--- src/rtl/sipo_deserializer_if.sv ---
// Bus bundle between a serial beat source and the SIPO deserializer.
interface sipo_deserializer_if #(
  parameter int unsigned SIZE_DATA_IN  = 1,
  parameter int unsigned SIZE_DATA_OUT = 8
);
  localparam int unsigned DEPTH = SIZE_DATA_OUT / SIZE_DATA_IN;
  localparam int unsigned CNT_W = (DEPTH > 1) ? $clog2(DEPTH) : 1;

  logic                     i_start;
  logic                     i_valid;
  logic [SIZE_DATA_IN-1:0]  i_data;
  logic [SIZE_DATA_OUT-1:0] o_data;
  logic                     o_valid;
  logic                     o_busy;
  logic                     o_abort;
  logic [CNT_W-1:0]         o_count;

  // Beat source side
  modport master (
    output i_start, i_valid, i_data,
    input  o_data, o_valid, o_busy, o_abort, o_count
  );

  // Deserializer side
  modport slave (
    input  i_start, i_valid, i_data,
    output o_data, o_valid, o_busy, o_abort, o_count
  );
endinterface

--- src/rtl/sipo_deserializer.sv ---
// Serial-in/parallel-out deserializer: assembles DEPTH narrow beats into one word.
module sipo_deserializer #(
  parameter int unsigned SIZE_DATA_IN  = 1,
  parameter int unsigned SIZE_DATA_OUT = 8,
  parameter int unsigned MSB_FIRST     = 1
) (
  input logic                i_clk,
  input logic                i_rst_n,
  sipo_deserializer_if.slave bus
);
  localparam int unsigned DEPTH = SIZE_DATA_OUT / SIZE_DATA_IN;
  localparam int unsigned CNT_W = (DEPTH > 1) ? $clog2(DEPTH) : 1;
  localparam int unsigned POS_W = (SIZE_DATA_OUT > 1) ? $clog2(SIZE_DATA_OUT) : 1;
  localparam logic [CNT_W-1:0] LAST = CNT_W'(DEPTH - 1);

  typedef enum logic {IDLE, SHIFT} state_t;

  state_t                   r_state, w_state_nxt;
  logic [SIZE_DATA_OUT-1:0] r_shift, w_shift_nxt;
  logic [SIZE_DATA_OUT-1:0] r_data,  w_data_nxt;
  logic [CNT_W-1:0]         r_count, w_count_nxt;
  logic                     r_valid, w_valid_nxt;
  logic                     r_abort, w_abort_nxt;

  logic                     w_accept;
  logic [CNT_W-1:0]         w_slot;
  logic [POS_W-1:0]         w_pos;
  logic [SIZE_DATA_OUT-1:0] w_base;
  logic [SIZE_DATA_OUT-1:0] w_beat;
  logic [SIZE_DATA_OUT-1:0] w_word;

  // A beat is only taken while the frame is enabled
  assign w_accept = bus.i_start & bus.i_valid;

  // Slice position of the incoming beat; a fresh word starts from an empty register
  assign w_slot = (MSB_FIRST != 0) ? (LAST - r_count) : r_count;
  assign w_pos  = POS_W'(w_slot) * POS_W'(SIZE_DATA_IN);
  assign w_base = (r_state == SHIFT) ? r_shift : '0;
  assign w_beat = SIZE_DATA_OUT'(bus.i_data) << w_pos;
  assign w_word = w_base | w_beat;

  // Next-state and next-register values
  always_comb begin
    w_state_nxt = r_state;
    w_shift_nxt = r_shift;
    w_count_nxt = r_count;
    w_data_nxt  = r_data;
    w_valid_nxt = 1'b0;
    w_abort_nxt = 1'b0;
    case (r_state)
      IDLE: begin
        if (w_accept) begin
          w_shift_nxt = w_word;
          w_count_nxt = CNT_W'(1);
          w_state_nxt = SHIFT;
        end
      end
      SHIFT: begin
        if (!bus.i_start) begin
          w_shift_nxt = '0;
          w_count_nxt = '0;
          w_abort_nxt = 1'b1;
          w_state_nxt = IDLE;
        end else if (bus.i_valid) begin
          if (r_count == LAST) begin
            w_data_nxt  = w_word;
            w_valid_nxt = 1'b1;
            w_shift_nxt = '0;
            w_count_nxt = '0;
            w_state_nxt = IDLE;
          end else begin
            w_shift_nxt = w_word;
            w_count_nxt = r_count + CNT_W'(1);
          end
        end
      end
      default: w_state_nxt = IDLE;
    endcase
  end

  // State and datapath registers
  always_ff @(posedge i_clk or negedge i_rst_n) begin
    if (!i_rst_n) begin
      r_state <= IDLE;
      r_shift <= '0;
      r_data  <= '0;
      r_count <= '0;
      r_valid <= 1'b0;
      r_abort <= 1'b0;
    end else begin
      r_state <= w_state_nxt;
      r_shift <= w_shift_nxt;
      r_data  <= w_data_nxt;
      r_count <= w_count_nxt;
      r_valid <= w_valid_nxt;
      r_abort <= w_abort_nxt;
    end
  end

  assign bus.o_data  = r_data;
  assign bus.o_valid = r_valid;
  assign bus.o_busy  = (r_state == SHIFT);
  assign bus.o_abort = r_abort;
  assign bus.o_count = r_count;

endmodule

--- src/flat_wrapper.sv ---
// flat-port wrapper written by rule: the top's interface ports become plain ports
module sipo_deserializer_flat 
#(
  parameter int unsigned SIZE_DATA_IN  = 1,
  parameter int unsigned SIZE_DATA_OUT = 8,
  parameter int unsigned MSB_FIRST     = 1
)
  (i_clk, i_rst_n, bus_i_start, bus_i_valid, bus_i_data, bus_o_data, bus_o_valid, bus_o_busy, bus_o_abort, bus_o_count);
  sipo_deserializer_if #(.SIZE_DATA_IN(SIZE_DATA_IN), .SIZE_DATA_OUT(SIZE_DATA_OUT)) bus_i ();
  input logic i_clk;
  input logic i_rst_n;
  input wire logic [$bits(bus_i.i_start)-1:0] bus_i_start;
  input wire logic [$bits(bus_i.i_valid)-1:0] bus_i_valid;
  input wire logic [$bits(bus_i.i_data)-1:0] bus_i_data;
  output wire logic [$bits(bus_i.o_data)-1:0] bus_o_data;
  output wire logic [$bits(bus_i.o_valid)-1:0] bus_o_valid;
  output wire logic [$bits(bus_i.o_busy)-1:0] bus_o_busy;
  output wire logic [$bits(bus_i.o_abort)-1:0] bus_o_abort;
  output wire logic [$bits(bus_i.o_count)-1:0] bus_o_count;
  assign bus_i.i_start = bus_i_start;
  assign bus_i.i_valid = bus_i_valid;
  assign bus_i.i_data = bus_i_data;
  assign bus_o_data = bus_i.o_data;
  assign bus_o_valid = bus_i.o_valid;
  assign bus_o_busy = bus_i.o_busy;
  assign bus_o_abort = bus_i.o_abort;
  assign bus_o_count = bus_i.o_count;
  sipo_deserializer #(.SIZE_DATA_IN(SIZE_DATA_IN), .SIZE_DATA_OUT(SIZE_DATA_OUT), .MSB_FIRST(MSB_FIRST)) u_core (.i_clk(i_clk), .i_rst_n(i_rst_n), .bus(bus_i));
endmodule
--- config.mk ---
export PLATFORM = sky130hd
export DESIGN_NAME = sipo_deserializer_flat
export DESIGN_NICKNAME = d
export VERILOG_FILES = /design/src/rtl/sipo_deserializer_if.sv /design/src/rtl/sipo_deserializer.sv /design/src/flat_wrapper.sv
export SDC_FILE = /design/constraint.sdc
export NUM_CORES = 1
export LEC_CHECK = 0
export CORE_MARGIN = 3
export CORE_UTILIZATION = 40
export DETAILED_ROUTE_END_ITERATION = 8
export GPL_ROUTABILITY_DRIVEN = 0
export PLACE_DENSITY = 0.7
export SLEW_MARGIN = 30
export SYNTH_ARGS = -nofsm -noshare
export SYNTH_HDL_FRONTEND = slang
export SYNTH_SLANG_ARGS = --single-unit
--- constraint.sdc ---
create_clock -name i_clk -period 1.35 [get_ports i_clk]
set_input_delay 0.2025 -clock i_clk [delete_from_list [all_inputs] [get_ports i_clk]]
set_output_delay 0.2025 -clock i_clk [all_outputs]
set_load 0.05 [all_outputs]
==> results of run 1 <==
path summary, 6_finish.rpt:
kind,startpoint,end,depth (start not counted)
max,u_core.bus.o_count[0]$_DFFE_PN0P_,u_core.bus.o_data[3]$_DFFE_PN0P_,4
min,i_rst_n,u_core.bus.o_busy$_DFF_PN0_,2
max reg2reg,u_core.bus.o_count[0]$_DFFE_PN0P_,u_core.bus.o_data[3]$_DFFE_PN0P_,4
min reg2reg,u_core.r_shift[7]$_DFFE_PN0P_,u_core.bus.o_data[7]$_DFFE_PN0P_,1
max in group asynchronous,i_rst_n,u_core.bus.o_count[2]$_DFFE_PN0P_,2
min in group i_clk,u_core.r_shift[7]$_DFFE_PN0P_,u_core.bus.o_data[7]$_DFFE_PN0P_,1
per-layer routing:
layer	GRT usage (%)	vias up	part of all wire (%)
li1	-	457	-
met1	24.5	505	42
met2	29.3	49	50
met3	5.18	2	7.0
met4	4.75	0	0.83
met5	0	-	0
where the power goes:
part           internal [W]  switching, W
registers          0.000683     0.0000262
logic              0.000161      0.000163
clock network      0.000165      0.000200
what timing repair did:
action                     in CTS  in global routing
hold buffers                    0                  0
pin swaps                       3                  8
gates resized for setup        11                  5
setup buffers                   5                  0
setup endpoints to repair      18                 18
placed cells by master, fill, tap and decap left out, drive strengths merged:
cell	netlist	final
o211ai	13	13
a31oi	1	1
dfrtp	22	22
nand4b	1	1
nor2	2	2
a32o	6	6
nand2	6	6
nand2b	1	1
inv	4	4
clkbuf	5	4
and4bb	2	2
nor2b	6	6
o311ai	1	1
clkdlybuf4s50	0	4
buf	4	34
a22o	1	1
a21oi	1	1
or3b	4	4
mux2	7	7
ha	2	2
and3	2	2
and2	2	2
o2111ai	1	1
nand4	1	1
o21ai	4	4
nand3	4	4
sequential cells by signal (all words and copies together), names as in the netlist:
register / flops
u_core.bus.o_data: 8
u_core.r_shift: 8
u_core.bus.o_abort: 1
u_core.bus.o_count: 3
u_core.bus.o_busy: 1
u_core.bus.o_valid: 1
final cells by class:
class / instances / area, um2
clock buffers: 4 / 36.3
fillers: 188 / 885
inverters: 4 / 15.0
multi-input cells: 68 / 594
flip-flops and latches: 22 / 556
well taps: 30 / 37.5
repair buffers: 38 / 489
cells by family (layout without fill, tap and decap cells):
logic type,count (synthesis),after routing,synth area share (%)
AND/OR/NAND/NOR,31,31,17.5
AO/OA/AOI/OAI,28,28,18.4
flip-flops,22,22,47.2
buffers and inverters,13,46,5.79
multiplexers,7,7,9.00
adder cells (fa/ha/maj),2,2,2.14
per-stage QoR:
| stage | total power [W] | hold WS [ns] | cell area, um2 |
|---|---|---|---|
| floorplan | 0.000848 | -0.0931 | 1190 |
| global placement | 0.000992 | 0.520 | 1600 |
| detailed placement | 0.000999 | 0.526 | 1600 |
| CTS | 0.00141 | 0.229 | 1720 |
| global route | 0.00147 | 0.226 | 1730 |
| finish | 0.00140 | 0.221 | 1730 |
==> results by group, run 1 <==
Worst setup path
  • CP Cell Sequence: ha_4 > buf_6 > and3_4 > mux2_4
  • Crit path largest cell delay: 0.46 ns
  • Crit path launch type: register
  • WP buf/inv: 1
  • Reg2Reg Setup Slack: -0.05 ns
  • WS Path Type: reg2reg
  • Crit path max fanout: 8
  • Crit. End Element: register
  • CP delay by family, top: flip-flops
  • Crit path DAT: 1.60 ns
  • Critical Path RT: 1.55 ns
  • CP max stage cell: dfrtp_2

Synth
  • EDFF count, synth: 0
  • Sequential element share of the synthesized area: 47.2%
  • Yosys warnings: 0
  • Count leader, synth: dfrtp_1
  • Mapped Cells: 103
  • Post-synth ARST share: 100%
  • Count of unique library cells instantiated by Yosys: 27
  • Top FF cell, synth: dfrtp_1
  • Syn Area/Cell: 11.3 um2
  • Area share of the largest cell type after synthesis: 47.2%
  • Synth top cells by count: dfrtp_1, o211ai_1, mux2_4
  • Syn nets: 110
  • Largest area contributor in the netlist: dfrtp_1
  • Synth top area cells: dfrtp_1, mux2_4, o211ai_1
  • Register bit total from synthesis: 22
  • Mapped Area: 0.00117 mm2

STA
  • Final Critical Period: 1.40 ns
  • Setup TNS: -0.367 ns
  • Final setup margin: -0.0458 ns
  • Final setup violation count: 13
  • RSZ-0062 raised after global routing: true
  • Fin crit share: 103%
  • Slew HR: 81.0%
  • Hold Vio Cnt, Final: 0
  • Pins over their slew limit: 0
  • Maximum clock rate: 0.716 GHz
  • Clk_skew: 0.00408 ns
  • Slew at the pin closest to its max-slew limit: 0.286 ns

Clocking
  • CTS tree: built
  • Worst-case clock buffer depth: 2
  • CTS root buffer: clkbuf_4
  • TritonCTS Buffers: 3
  • Clk pin slew, worst setup/hold paths: 0.12 ns
  • Htree depth: 1
  • Sink Count: 22
  • Insertion delay to the later sink of the worst-skew pair: 0.31 ns

Drt
  • Detailed-route DRC error count: 0
  • Initial drt markers: 44
  • Vias: 1,013
  • DR pass1 iterations: 4
  • Post-DRT Antenna Nets: 0
  • Vias per cell: 6.10
  • DR WL/cell: 17.4 um
  • WL final: 2890 um

Outcome
  • Outcome: complete, but fails checks
  • Failing checks: setup timing

Power
  • Pwr Density: 809 mW/mm2
  • Maximum vdd drop: 0.733 mV
  • P_leak: 0.740 nW

Floorplanning
  • Ports: 19
  • Die height: 60.0 um
  • Die Wd: 60.0 um
  • Initial core utilization: 44.7%
  • FP Rows: 18
  • Placeable Area: 0.00261 mm2
  • Die area: 0.00360 mm2

Global routing
  • First-pass GRT wire length: 4930 um
  • Number of global-route vias before repair: 1,052
  • Largest net degree at the start of global routing: 23
  • Total grt overflow: 0
  • All-layer global routing usage: 18.4%
  • Antenna violations before repair: 0

Final layout
  • Antenna cells: 0
  • Post-layout util: 66.1%
  • Layout cell share with drive strength beyond 1: 47.8%
  • Synthesis-to-finish area growth: 48.0%
  • Nets: 144
  • Non-Filler Instances: 166

Placement
  • Port bufs: 18
  • HPWL Detailed: 1900 um
  • Cell total after placement: 157
  • Setup WS pre-CTS: -0.259 ns

Run
  • Max Cap Viol: 0

Hold path
  • Hold WC Path Type: in2async
(Power assumes the default switching activity.)
==> inputs of run 2 (changes only) <==
CORE_UTILIZATION = 52   (was 40)
PLACE_DENSITY = 0.78   (was 0.7)
clock period = 1.3 ns   (was 1.35 ns; I/O delays follow)
==> run 2 against run 1 <==
  * The run still ends with setup timing left
  * Sequential cell count stayed put
  * Fmax is 2.6% lower
  * Design area is 1.4% higher
  * Clock skew is 0.0029 ns higher
  * Critical path depth stayed put
  * Worst hold slack hardly changed
  * Sequential share of layout area is 0.46 points lower
  * Via count is 0.89% higher
  * Global-route usage is 7.0 points higher
  * Die area is 21% lower
  * Setup slack worse by 0.087 ns
  * Combinational power is 6.8% higher
  * Critical endpoint is now u_core.bus.o_data[0]$_DFFE_PN0P_
  * Largest cell class unchanged
  * Largest power group unchanged
  * Highest routed layer unchanged
==> results by group, run 2 (synthesis gave the netlist of run 1 again) <==
Outcome
  • Outcome: complete, but fails checks
  • Failing checks: setup timing

Drt
  • DR pass1 iterations: 4 (unchanged)
  • DR WL/cell: 19.7 um (+13%)
  • Detailed-route DRC error count: 0 (unchanged)
  • Post-DRT Antenna Nets: 0 (unchanged)
  • Vias per cell: 6.23 (+2.1%)
  • Initial drt markers: 42 (-4.5%)
  • WL final: 3230 um (+12%)
  • Vias: 1,022 (+0.89%)

Clocking
  • Htree depth: 1 (unchanged)
  • Clk pin slew, worst setup/hold paths: 0.13 ns (about the same)
  • Insertion delay to the later sink of the worst-skew pair: 0.31 ns (about the same)
  • Worst-case clock buffer depth: 2 (unchanged)
  • CTS tree: built
  • TritonCTS Buffers: 3 (unchanged)
  • CTS root buffer: clkbuf_4
  • Sink Count: 22 (unchanged)

Power
  • Switch share: 28.6% (+0.78 points)
  • Combinational Power Share: 23.5% (+0.3 points)
  • Sw Pwr: 0.000421 W (+8.2%)
  • PnR Total Power: 0.00147 W (+5.2%)
  • Part of the power in registers: 50.2% (-0.5 points)
  • P_leak: 0.748 nW (+1.1%)
  • Pwr Density: 839 mW/mm2 (+3.7%)
  • P_int: 0.00105 W (+4.1%)
  • Clock network fraction of design power: 26.4% (+0.3 points)
  • Maximum vdd drop: 0.903 mV (+23%)

Worst setup path
  • Crit path DAT: 1.64 ns (+0.04 ns)
  • WS Path Type: reg2reg
  • Crit path max fanout: 8 (unchanged)
  • Crit. End Element: register
  • Crit path launch type: register
  • Critical Path RT: 1.51 ns (-0.04 ns)

STA
  • RSZ-0062 raised after global routing: true
  • Clk_skew: 0.00701 ns (+0.00293 ns)
  • Slew at the pin closest to its max-slew limit: 0.286 ns (-0.0000193 ns)
  • Pins over their slew limit: 0 (unchanged)
  • Maximum clock rate: 0.698 GHz (-2.6%)
  • Final Critical Period: 1.43 ns (+0.0369 ns)
  • Hold Vio Cnt, Final: 0 (unchanged)
  • Final setup violation count: 19 (+6)
  • Fin crit share: 110% (+6.8 points)
  • Slew HR: 81.0% (about the same)
  • Final setup margin: -0.133 ns (-0.0869 ns)

Floorplanning
  • Die height: 53.4 um (-11%)
  • Die Wd: 53.4 um (-11%)
  • FP Rows: 16 (-2)
  • Ports: 19 (unchanged)
  • Die area: 0.00285 mm2 (-21%)
  • Initial core utilization: 57.2% (+12 points)
  • Placeable Area: 0.00204 mm2 (-22%)

Run
  • Max Cap Viol: 0 (unchanged)

Global routing
  • Largest net degree at the start of global routing: 23 (unchanged)
  • Total grt overflow: 0 (unchanged)
  • First-pass GRT wire length: 5150 um (+4.5%)
  • Antenna violations before repair: 0 (unchanged)
  • Number of global-route vias before repair: 1,045 (-0.67%)
  • All-layer global routing usage: 25.4% (+7.0 points)

Placement
  • Cell Area, Placed: 0.00162 mm2 (+1.2%)
  • HPWL Detailed: 2140 um (+13%)
  • Port bufs: 18 (unchanged)

Final layout
  • Antenna cells: 0 (unchanged)
  • Post-route cell area: 0.00175 mm2 (+1.4%)
  • Most frequent cells in the layout: dfrtp_1, buf_12, buf_4
  • Nets: 145 (+0.69%)
  • Synthesis-to-finish area growth: 50.2%
  • Most common cell after layout, fill and taps aside: dfrtp_1
  • # fillers: 106 (-44%)
  • Layout cell share with drive strength beyond 1: 48.9% (+1.1 points)

Hold path
  • Hold WC Path Type: in2async
==> run 2: cell types whose count changed in the layout (fill, tap and decap cells not counted) <==
cell,change
buf_4,-1
buf_6,+1
o21ai_2,+2
o21ai_0,-2
and2_4,-1
buf_12,+1
and2_1,+1
==> run 2: what timing repair did <==
action | CTS | global route
gates cloned | 0 | 0
pin swaps | 7 | 8
setup buffers | 4 | 0
resized for setup | 6 | 14
hold buffers | 0 | 0
setup endpoints to repair | 19 | 22
==> run 2: critical path: stages, from the launching register on <==
cell     delay [ns]
dfrtp_2        0.44
ha_4           0.17
buf_6          0.10
and3_4         0.29
mux2_4         0.33
==> run 2: layout make-up <==
class | count | area [um2] | area share [%]
multi-input cells | 68 | 599 | 34.2
flip-flops and latches | 22 | 556 | 31.7
repair buffers | 39 | 513 | 29.3
clock buffers | 4 | 36.3 | 2.07
well taps | 27 | 33.8 | 1.93
inverters | 4 | 15.0 | 0.857
==> run 2: power by group through the flow <==
stage	combinational, W	sequential [W]	clock [W]
global route	0.000370	0.000742	0.000416
global placement	0.000281	0.000751	0
detailed placement	0.000294	0.000755	0
floorplan	0.0000947	0.000786	0
CTS	0.000327	0.000735	0.000384
finish	0.000346	0.000738	0.000388
==> run 2: per-stage QoR <==
step	setup TNS [ns]	utilization, %	cells	hold WS, ns	setup WS, ns
2_1_floorplan	-4.04	-	103	-0.101	-0.284
3_3_place_gp	-3.93	79.4	157	0.518	-0.284
3_5_place_dp	-4.44	79.4	157	0.532	-0.337
4_1_cts	-1.25	83.8	165	0.243	-0.101
5_1_grt	-2.49	85.8	164	0.240	-0.176
6_report	-1.52	85.8	164	0.221	-0.133
==> run 2: layer usage <==
layer	share of wire, %	GRT usage [%]	wire length, um	up-vias
met5	0	0	0	-
met4	3.7	8.09	121	0
met3	7.1	3.38	228	13
met2	51	42.2	1650	56
met1	38	33.8	1230	499
li1	-	-	-	454
==> run 2: path summary, 6_finish.rpt <==
path | start | end | slack [ns] | cells after the start
worst max-delay path | u_core.bus.o_count[0]$_DFFE_PN0P_ | u_core.bus.o_data[0]$_DFFE_PN0P_ | -0.13 | 4
worst min-delay path | i_rst_n | u_core.bus.o_abort$_DFF_PN0_ | 0.22 | 2
worst max register to register | u_core.bus.o_count[0]$_DFFE_PN0P_ | u_core.bus.o_data[0]$_DFFE_PN0P_ | -0.13 | 4
worst min register to register | u_core.r_shift[6]$_DFFE_PN0P_ | u_core.r_shift[6]$_DFFE_PN0P_ | 0.56 | 2
max in group asynchronous | i_rst_n | u_core.bus.o_count[1]$_DFFE_PN0P_ | 0.84 | 2
min in group i_clk | u_core.r_shift[6]$_DFFE_PN0P_ | u_core.r_shift[6]$_DFFE_PN0P_ | 0.56 | 2
==> inputs of run 3 (changes only) <==
CORE_ASPECT_RATIO = 0.8   (was not set)
==> run 3 against run 2 <==
  * The flow still finishes with violations (setup timing)
  * Die area is 0.13% higher
  * Sequential share of layout area is 0.16 points higher
  * Critical path depth is 2 higher
  * Critical path type unchanged
  * Highest routed layer unchanged
==> results by group, run 3 (synthesis gave the netlist of run 1 again) <==
Outcome
  • Outcome: complete, but fails checks
  • Failing checks: setup timing

Floorplanning
  • Placeable Area: 0.00200 mm2 (-2.2%)
  • Die Wd: 59.0 um (+10%)
  • Initial core utilization: 58.5% (+1.3 points)
  • FP Rows: 14 (-2)
  • Ports: 19 (unchanged)
  • Die area: 0.00285 mm2 (+0.13%)
  • Die height: 48.4 um (-9.4%)

Placement
  • Cell Area, Placed: 0.00163 mm2 (+0.23%)
  • HPWL Detailed: 2170 um (+1.2%)
  • Port bufs: 18 (unchanged)

Global routing
  • Total grt overflow: 0 (unchanged)
  • First-pass GRT wire length: 5360 um (+4.0%)
  • All-layer global routing usage: 24.7% (-0.74 points)
  • Number of global-route vias before repair: 1,138 (+8.9%)
  • Antenna violations before repair: 0 (unchanged)
  • Largest net degree at the start of global routing: 23 (unchanged)

Worst setup path
  • WP buf/inv: 1 (unchanged)
  • CP Cell Sequence: ha_4 > ha_4 > nor2b_4 > buf_6 > o211ai_1 > o211ai_1
  • Crit path launch type: register
  • Crit. End Element: register
  • Crit path DAT: 1.62 ns (-0.02 ns)
  • Critical Path RT: 1.53 ns (+0.02 ns)
  • CP delay by family, top: flip-flops
  • WS Path Type: reg2reg
  • CP max stage cell: dfrtp_2
  • Reg2Reg Setup Slack: -0.09 ns (+0.04 ns)
  • Crit path largest cell delay: 0.45 ns (about the same)
  • Crit path max fanout: 5 (-3)

Clocking
  • Sink Count: 22 (unchanged)
  • CTS tree: built
  • Worst-case clock buffer depth: 2 (unchanged)
  • Insertion delay to the later sink of the worst-skew pair: 0.32 ns (about the same)
  • Htree depth: 1 (unchanged)
  • CTS root buffer: clkbuf_4
  • Hold_buf cts: 0 (unchanged)
  • Clk pin slew, worst setup/hold paths: 0.13 ns (about the same)
  • TritonCTS Buffers: 3 (unchanged)

Final layout
  • Post-layout util: 87.3% (+1.5 points)
  • Most frequent cells in the layout: dfrtp_1, buf_4, buf_12
  • Nets: 145 (unchanged)
  • # fillers: 94 (-11%)
  • Layout cell share with drive strength beyond 1: 48.2% (-0.73 points)
  • Antenna cells: 0 (unchanged)
  • Most common cell after layout, fill and taps aside: dfrtp_1
  • Synthesis-to-finish area growth: 49.4%
  • Post-route cell area: 0.00174 mm2 (-0.50%)

Drt
  • Vias per cell: 6.54 (+5.0%)
  • DR pass1 iterations: 4 (unchanged)
  • DR WL/cell: 20.6 um (+4.6%)
  • Vias: 1,053 (+3.0%)
  • WL final: 3320 um (+2.7%)
  • Initial drt markers: 53 (+26%)
  • Detailed-route DRC error count: 0 (unchanged)
  • Post-DRT Antenna Nets: 0 (unchanged)

Power
  • Part of the power in registers: 46.1% (-4.1 points)
  • P_leak: 0.742 nW (-0.78%)
  • Pwr Density: 921 mW/mm2 (+9.7%)
  • Clock network fraction of design power: 33.4% (+7.0 points)
  • Maximum vdd drop: 0.941 mV (+4.2%)
  • Combinational Power Share: 20.5% (-3.0 points)
  • P_int: 0.00118 W (+12%)
  • Switch share: 26.6% (-2.0 points)
  • Sw Pwr: 0.000427 W (+1.4%)

STA
  • Final setup margin: -0.0929 ns (+0.0399 ns)
  • Hold Vio Cnt, Final: 0 (unchanged)
  • Slew at the pin closest to its max-slew limit: 0.295 ns (+0.00941 ns)
  • Maximum clock rate: 0.718 GHz (+2.9%)
  • Pins over their slew limit: 0 (unchanged)
  • Final setup violation count: 17 (-2)
  • Final Critical Period: 1.39 ns (-0.0399 ns)
  • Fin crit share: 107% (-3.1 points)
  • Slew HR: 80.3% (-0.65 points)
  • RSZ-0062 raised after global routing: true
  • Clk_skew: 0.00924 ns (+0.00223 ns)

Hold path
  • Hold WC Path Type: in2async

Run
  • Max Cap Viol: 0 (unchanged)
run 3: cell count changes in the layout (fill, tap and decap cells not counted), sizes merged:
cell	delta
clkbuf	-1
bufinv	+1
run 3: final timing paths:
kind	from	endpoint	cells after the start
max reg2reg	u_core.bus.o_count[0]$_DFFE_PN0P_	u_core.r_shift[0]$_DFFE_PN0P_	6
min reg2reg	u_core.r_shift[4]$_DFFE_PN0P_	u_core.bus.o_data[4]$_DFFE_PN0P_	1
min	i_rst_n	u_core.r_shift[5]$_DFFE_PN0P_	2
max	u_core.bus.o_count[0]$_DFFE_PN0P_	u_core.r_shift[0]$_DFFE_PN0P_	6
min in group i_clk	u_core.r_shift[4]$_DFFE_PN0P_	u_core.bus.o_data[4]$_DFFE_PN0P_	1
max in group asynchronous	i_rst_n	u_core.bus.o_count[0]$_DFFE_PN0P_	2
run 3: final cells by class:
type	count	area, um2	area share (%)
Timing Repair Buffer	39	493	28.3
Clock buffer	3	22.5	1.29
Inverter	4	15.0	0.861
Clock inverter	1	30.0	1.72
Sequential cell	22	556	31.9
Tap cell	24	30.0	1.72
Multi-Input combinational cell	68	598	34.3
run 3: power by group through the flow:
| stage | Clock [W] | Combinational [W] | Sequential, W |
|---|---|---|---|
| floorplan | 0 | 0.0000947 | 0.000786 |
| global placement | 0 | 0.000278 | 0.000750 |
| detailed placement | 0 | 0.000293 | 0.000753 |
| CTS | 0.000539 | 0.000310 | 0.000741 |
| global route | 0.000562 | 0.000348 | 0.000745 |
| finish | 0.000536 | 0.000329 | 0.000741 |
run 3: what timing repair did:
item / 4_1_cts / 5_1_grt
setup buffers: 0 / 2
gates resized for setup: 13 / 2
pin swaps: 9 / 2
setup endpoints to repair: 16 / 21
run 3: metal layers:
metal / vias to the layer above / global-route usage (%) / part of all wire (%)
li1: 456 / - / -
met1: 500 / 29.3 / 39
met2: 76 / 40.3 / 47
met3: 21 / 7.45 / 9.7
met4: 0 / 11.3 / 4.2
met5: - / 0 / 0
run 3: per-stage QoR:
step,hold WS [ns],setup TNS (ns),setup slack [ns],cells,power (W)
final,0.202,-0.989,-0.0929,161,0.00161
after global routing,0.222,-1.87,-0.145,161,0.00166
after CTS,0.217,-0.837,-0.0819,159,0.00159
after detailed placement,0.546,-4.25,-0.297,155,0.00105
after global placement,0.523,-3.69,-0.264,155,0.00103
after floorplan,-0.101,-4.04,-0.284,103,0.000881
run 3: worst register-to-register path: cells and delay by family, from the launching register on:
kind / cells / cell delay [ns]
buffers and inverters: 1 / 0.13
adder cells (fa/ha/maj): 2 / 0.37
AND/OR/NAND/NOR: 1 / 0.14
flip-flops: 1 / 0.45
AO/OA/AOI/OAI: 2 / 0.22
